**src/rtl/fifo_sync_flags_if.sv**
```systemverilog
// fifo_sync_flags_if: control, data and status bundle between a FIFO and its user.
interface fifo_sync_flags_if #(
    parameter int DATA_WIDTH = 32,
    parameter int DEPTH      = 32
);
    logic                    EN;
    logic                    CLR;
    logic                    WR;
    logic                    RD;
    logic [DATA_WIDTH-1:0]   dataIn;
    logic [DATA_WIDTH-1:0]   dataOut;
    logic                    VALID;
    logic                    EMPTY;
    logic                    FULL;
    logic                    ALMOST_EMPTY;
    logic                    ALMOST_FULL;
    logic [$clog2(DEPTH):0]  Count;
    logic                    OVERFLOW;
    logic                    UNDERFLOW;

    modport master (
        output EN, CLR, WR, RD, dataIn,
        input  dataOut, VALID, EMPTY, FULL, ALMOST_EMPTY, ALMOST_FULL, Count, OVERFLOW, UNDERFLOW
    );

    modport slave (
        input  EN, CLR, WR, RD, dataIn,
        output dataOut, VALID, EMPTY, FULL, ALMOST_EMPTY, ALMOST_FULL, Count, OVERFLOW, UNDERFLOW
    );
endinterface

```
**src/rtl/fifo_sync_flags.sv**
```systemverilog
// fifo_sync_flags: single-clock FIFO with registered count, threshold flags and
// selectable registered-read or first-word-fall-through output.
module fifo_sync_flags #(
    parameter int DATA_WIDTH    = 32,
    parameter int DEPTH         = 32,
    parameter int AFULL_THRESH  = DEPTH - 4,
    parameter int AEMPTY_THRESH = 4,
    parameter int FWFT          = 0
) (
    input logic                Clk,
    input logic                Rst_n,
    fifo_sync_flags_if.slave   bus
);
    localparam int AW = $clog2(DEPTH);
    localparam int PW = AW + 1;

    logic [DATA_WIDTH-1:0] mem [DEPTH];
    logic [PW-1:0]         wr_ptr, rd_ptr, cnt, cnt_nxt, nrp;
    logic [DATA_WIDTH-1:0] dout, head_nxt;
    logic                  vld, ovf, unf, act, wr_ok, rd_ok, full, empty;

    always_comb begin
        act      = bus.EN & ~bus.CLR;
        full     = cnt == PW'(DEPTH);
        empty    = cnt == '0;
        wr_ok    = act & bus.WR & ~full;
        rd_ok    = act & bus.RD & ~empty;
        cnt_nxt  = cnt + PW'(wr_ok) - PW'(rd_ok);
        nrp      = rd_ptr + PW'(rd_ok);
        // the head after this edge may be the word being written right now
        head_nxt = (wr_ok && nrp == wr_ptr) ? bus.dataIn : mem[nrp[AW-1:0]];
    end

    always_ff @(posedge Clk)
        if (wr_ok) mem[wr_ptr[AW-1:0]] <= bus.dataIn;

    always_ff @(posedge Clk or negedge Rst_n) begin
        if (!Rst_n) begin
            wr_ptr <= '0;
            rd_ptr <= '0;
            cnt    <= '0;
            dout   <= '0;
            vld    <= 1'b0;
            ovf    <= 1'b0;
            unf    <= 1'b0;
        end else begin
            ovf <= act & bus.WR & full;
            unf <= act & bus.RD & empty;
            vld <= rd_ok;
            if (act) begin
                wr_ptr <= wr_ptr + PW'(wr_ok);
                rd_ptr <= nrp;
                cnt    <= cnt_nxt;
            end else if (bus.EN) begin
                wr_ptr <= '0;
                rd_ptr <= '0;
                cnt    <= '0;
            end
            if (FWFT != 0 ? (act && cnt_nxt != '0) : rd_ok)
                dout <= FWFT != 0 ? head_nxt : mem[rd_ptr[AW-1:0]];
        end
    end

    assign bus.dataOut      = dout;
    assign bus.VALID        = FWFT != 0 ? ~empty : vld;
    assign bus.EMPTY        = empty;
    assign bus.FULL         = full;
    assign bus.ALMOST_EMPTY = cnt <= PW'(AEMPTY_THRESH);
    assign bus.ALMOST_FULL  = cnt >= PW'(AFULL_THRESH);
    assign bus.Count        = cnt;
    assign bus.OVERFLOW     = ovf;
    assign bus.UNDERFLOW    = unf;
endmodule

```
**src/flat_wrapper.sv**
```systemverilog
// flat-port wrapper written by rule: the top's interface ports become plain ports
module fifo_sync_flags_flat 
#(
    parameter int DATA_WIDTH    = 32,
    parameter int DEPTH         = 32,
    parameter int AFULL_THRESH  = DEPTH - 4,
    parameter int AEMPTY_THRESH = 4,
    parameter int FWFT          = 0
)
  (Clk, Rst_n, bus_EN, bus_CLR, bus_WR, bus_RD, bus_dataIn, bus_dataOut, bus_VALID, bus_EMPTY, bus_FULL, bus_ALMOST_EMPTY, bus_ALMOST_FULL, bus_Count, bus_OVERFLOW, bus_UNDERFLOW);
  fifo_sync_flags_if #(.DATA_WIDTH(DATA_WIDTH), .DEPTH(DEPTH)) bus_i ();
  input logic Clk;
  input logic Rst_n;
  input wire logic [$bits(bus_i.EN)-1:0] bus_EN;
  input wire logic [$bits(bus_i.CLR)-1:0] bus_CLR;
  input wire logic [$bits(bus_i.WR)-1:0] bus_WR;
  input wire logic [$bits(bus_i.RD)-1:0] bus_RD;
  input wire logic [$bits(bus_i.dataIn)-1:0] bus_dataIn;
  output wire logic [$bits(bus_i.dataOut)-1:0] bus_dataOut;
  output wire logic [$bits(bus_i.VALID)-1:0] bus_VALID;
  output wire logic [$bits(bus_i.EMPTY)-1:0] bus_EMPTY;
  output wire logic [$bits(bus_i.FULL)-1:0] bus_FULL;
  output wire logic [$bits(bus_i.ALMOST_EMPTY)-1:0] bus_ALMOST_EMPTY;
  output wire logic [$bits(bus_i.ALMOST_FULL)-1:0] bus_ALMOST_FULL;
  output wire logic [$bits(bus_i.Count)-1:0] bus_Count;
  output wire logic [$bits(bus_i.OVERFLOW)-1:0] bus_OVERFLOW;
  output wire logic [$bits(bus_i.UNDERFLOW)-1:0] bus_UNDERFLOW;
  assign bus_i.EN = bus_EN;
  assign bus_i.CLR = bus_CLR;
  assign bus_i.WR = bus_WR;
  assign bus_i.RD = bus_RD;
  assign bus_i.dataIn = bus_dataIn;
  assign bus_dataOut = bus_i.dataOut;
  assign bus_VALID = bus_i.VALID;
  assign bus_EMPTY = bus_i.EMPTY;
  assign bus_FULL = bus_i.FULL;
  assign bus_ALMOST_EMPTY = bus_i.ALMOST_EMPTY;
  assign bus_ALMOST_FULL = bus_i.ALMOST_FULL;
  assign bus_Count = bus_i.Count;
  assign bus_OVERFLOW = bus_i.OVERFLOW;
  assign bus_UNDERFLOW = bus_i.UNDERFLOW;
  fifo_sync_flags #(.DATA_WIDTH(DATA_WIDTH), .DEPTH(DEPTH), .AFULL_THRESH(AFULL_THRESH), .AEMPTY_THRESH(AEMPTY_THRESH), .FWFT(FWFT)) u_core (.Clk(Clk), .Rst_n(Rst_n), .bus(bus_i));
endmodule
```
**config.mk**
```make
export PLATFORM = sky130hd
export DESIGN_NAME = fifo_sync_flags_flat
export DESIGN_NICKNAME = d
export VERILOG_FILES = /design/src/rtl/fifo_sync_flags_if.sv /design/src/rtl/fifo_sync_flags.sv /design/src/flat_wrapper.sv
export SDC_FILE = /design/constraint.sdc
export NUM_CORES = 1
export LEC_CHECK = 0
export ABC_AREA = 0
export CAP_MARGIN = 20
export CORE_MARGIN = 1
export CORE_UTILIZATION = 30
export DETAILED_ROUTE_END_ITERATION = 8
export PLACE_DENSITY = 0.55
export SLEW_MARGIN = 40
export SYNTH_ARGS = -nofsm -noshare
export SYNTH_HDL_FRONTEND = slang
export SYNTH_SLANG_ARGS = --single-unit
```
**constraint.sdc**
```tcl
create_clock -name Clk -period 9 [get_ports Clk]
set_clock_uncertainty 0.2 [all_clocks]
set_input_delay 1.8 -clock Clk [delete_from_list [all_inputs] [get_ports Clk]]
set_output_delay 1.8 -clock Clk [all_outputs]
set_load 0.02 [all_outputs]
```
==> results_dict.tcl <==
set metrics [dict create \
    status "finished, final reports clean" \
    finalSetupTns_ns 0 \
    p_per_area_mw_per_mm2 249 \
    seq_area_frac_synth 0.755 \
    hp-class "flop to flop" \
    synth_area_leader_cell "edfxtp_1" \
    async_reset_ff_frac 0.0474 \
    antenna_found_initial 3 \
    synth_top_area_share 0.725 \
    synth_area_mm2 0.0424 \
    final_max_slew_viol_count 0 \
    cts_root_buffer "clkbuf_16" \
    layout_commonest_cell "edfxtp_1" \
    fin_util 0.352 \
    startpoint "bus_EN" \
    io_buffers 82 \
    start_util 0.303 \
    crit_path_end_kind "flop" \
    critPathMaxFanout 25 \
    ctsHoldBuffers 0 \
    setup_viol 0 \
    clock_sinks 1075 \
    ys_seq_elements 1075 \
    core_mm2 0.140 \
    avgSynthCellArea_um2 18.5 \
    cap_violations 0 \
    grt_max_degree 106 \
    ctsHtreeMaxLevel 3 \
    worstPathRequired_ns 9.16 \
    synth.distinct_cells 44 \
    drt-wirelength-per-cell_um 24.5 \
    yosysWarnings 0 \
    fin_nets 2465 \
    grt_pass1_wl_um 156000 \
    die_y_um 378 \
    synth-main-ff-cell "edfxtp_1" \
    viasPerCell 4.90 \
    hold_ws_ns 0.287 \
    peakVddDrop_mv 0.238 \
    synth_area_leaders "edfxtp_1 (73%), mux2i_1 (12%), dfrtp_1 (3.0%)" \
    grt_pass1_vias 21900 \
    grt-ovfl-total 0 \
    vias 21400 \
    synth_edf_count 1024 \
    hold_viol_final 0 \
    cts_inserted_buffers 103 \
    ant_nets 0 \
    area_growth_pct 16.2 \
    startpoint_type "input pin" \
    cts_buffer_depth 3 \
    drc_errors 0 \
    drive_gt1_frac 0.141 \
    syn_inst 2296 \
    rows 137 \
    fillerInstances 13000 \
    syn_nets 2349 \
    worstMarginPinSlew_ns 0.910 \
    rr_worst_depth 7 \
    drt_iter0_drc 1769 \
    post_cts_buffers 0 \
    hold_start "u_core.bus.dataOut[7]$_DFFE_PN0P_" \
    first_pass_iters 7 \
    post_cts.resized_instances 0 \
    rsz0062_at_grt "false" \
    io_pins 83 \
    period_needed_ns 5.30 \
    whs_path_depth 2 \
    p_leak_nw 15.5 \
    clk_latency_ns 0.66 \
    cts_tree "done" \
    dieArea_mm2 0.143 \
    gp_congestion 0.787 \
    wl_um 107000 \
    fmax_mhz 189 \
    final_cell_mix "edfxtp_1 (1024), mux2i_1 (512), a22oi_1 (128)" \
    antenna_cells 0 \
    relSlewSlack 0.393 \
    r2r_start "u_core.rd_ptr[0]$_DFFE_PN0P_" \
    post-dp-hpwl_um 68100 \
    min_period_over_period 0.588 \
    grt_use_total 0.149 \
    critical_path_class "input pin to flop" \
    fp.dieW_um 378 \
    clkTransAtPathRegs_ns 0.06 \
    worst_ep_arrival_time_ns 5.46 \
]
[synthesized netlist by cell type, types with 4 or more instances]
cell type	instances
a21oi_1	68
a221oi_1	30
a221oi_2	34
a22o_1	64
a22oi_1	128
buf_1	9
buf_12	9
buf_2	25
buf_4	22
buf_6	10
buf_8	4
clkbuf_1	59
dfrtp_1	51
edfxtp_1	1024
ha_1	14
inv_1	13
mux2i_1	512
nand2_1	47
nand2b_1	4
nand3_1	10
nand3b_1	9
nor2_1	39
o21ai_0	16
o22ai_1	36
o41ai_2	32
[logic make-up after synthesis]
group                      synth area share
DFF                                   0.755
muxes                                 0.121
AOI/OAI and AO/OA                    0.0829
buffers and inverters                0.0225
and+or+nand+nor                      0.0132
adders and majority gates           0.00460
xor gates and xnor gates           0.000620
[per-stage QoR]
| stage | power, mW | worst slack (ns) | instances | area, µm² |
|---|---|---|---|---|
| floorplan | 7.46 | 4.34 | 2296 | 42400 |
| global placement | 8.14 | 2.64 | 4139 | 45100 |
| finish | 12.3 | 3.70 | 4373 | 49300 |
| detailed placement | 8.17 | 3.00 | 4180 | 45900 |
| CTS | 12.4 | 3.70 | 4370 | 49200 |
| global route | 12.7 | 3.52 | 4373 | 49300 |
[routing by layer]
metal	wire, µm	vias to the layer above	GRT usage
met5	14	-	0
met4	4240	4	0.0615
met3	4740	168	0.0193
met2	55100	599	0.263
met1	43300	11100	0.183
li1	-	9563	-
[final cells by class]
type	count	area, µm²	share of cell area
Sequential cell	1075	32000	0.650
Timing Repair Buffer	150	1820	0.0369
Clock buffer	132	2790	0.0566
Inverter	13	48.8	0.000990
Tap cell	1876	2350	0.0476
Multi-Input combinational cell	1069	9740	0.198
Clock inverter	58	497	0.0101
[report_power, final]
group / total [mW] / internal [mW] / switching, mW / leakage, nW
sequential: 5.73 / 5.57 / 0.156 / 9.86
combinational: 2.30 / 0.984 / 1.32 / 4.07
clock: 4.22 / 2.41 / 1.81 / 1.60
total: 12.3 / 8.97 / 3.28 / 15.5
[final timing paths]
check                      slack (ns)                                 end
max                              3.70        u_core.mem[20][16]$_DFFE_PP_
max reg2reg                      5.10  u_core.bus.dataOut[19]$_DFFE_PN0P_
min                              0.29   u_core.bus.dataOut[7]$_DFFE_PN0P_
min in group asynchronous        0.92     u_core.bus.Count[1]$_DFFE_PN0P_
max in group asynchronous        7.17   u_core.bus.dataOut[4]$_DFFE_PN0P_
min reg2reg                      0.29   u_core.bus.dataOut[7]$_DFFE_PN0P_
[worst max-delay path, cell delays in order]
cell and delay (ns):
clkdlybuf4s50_1 0.99, and2b_1 0.40, nand2_1 0.10, nor2_1 0.57
nand3_2 0.61, nor2_4 0.68, buf_8 0.27
[flip-flops by register name, indices dropped and copies added (netlist names)]
name / cells
u_core.mem: 1024
u_core.bus.dataOut: 32
u_core.bus.Count: 6
u_core.rd_ptr: 5
u_core.wr_ptr: 5
u_core.bus.OVERFLOW: 1
u_core.bus.UNDERFLOW: 1
u_core.bus.VALID: 1
(Power assumes the default switching activity.)
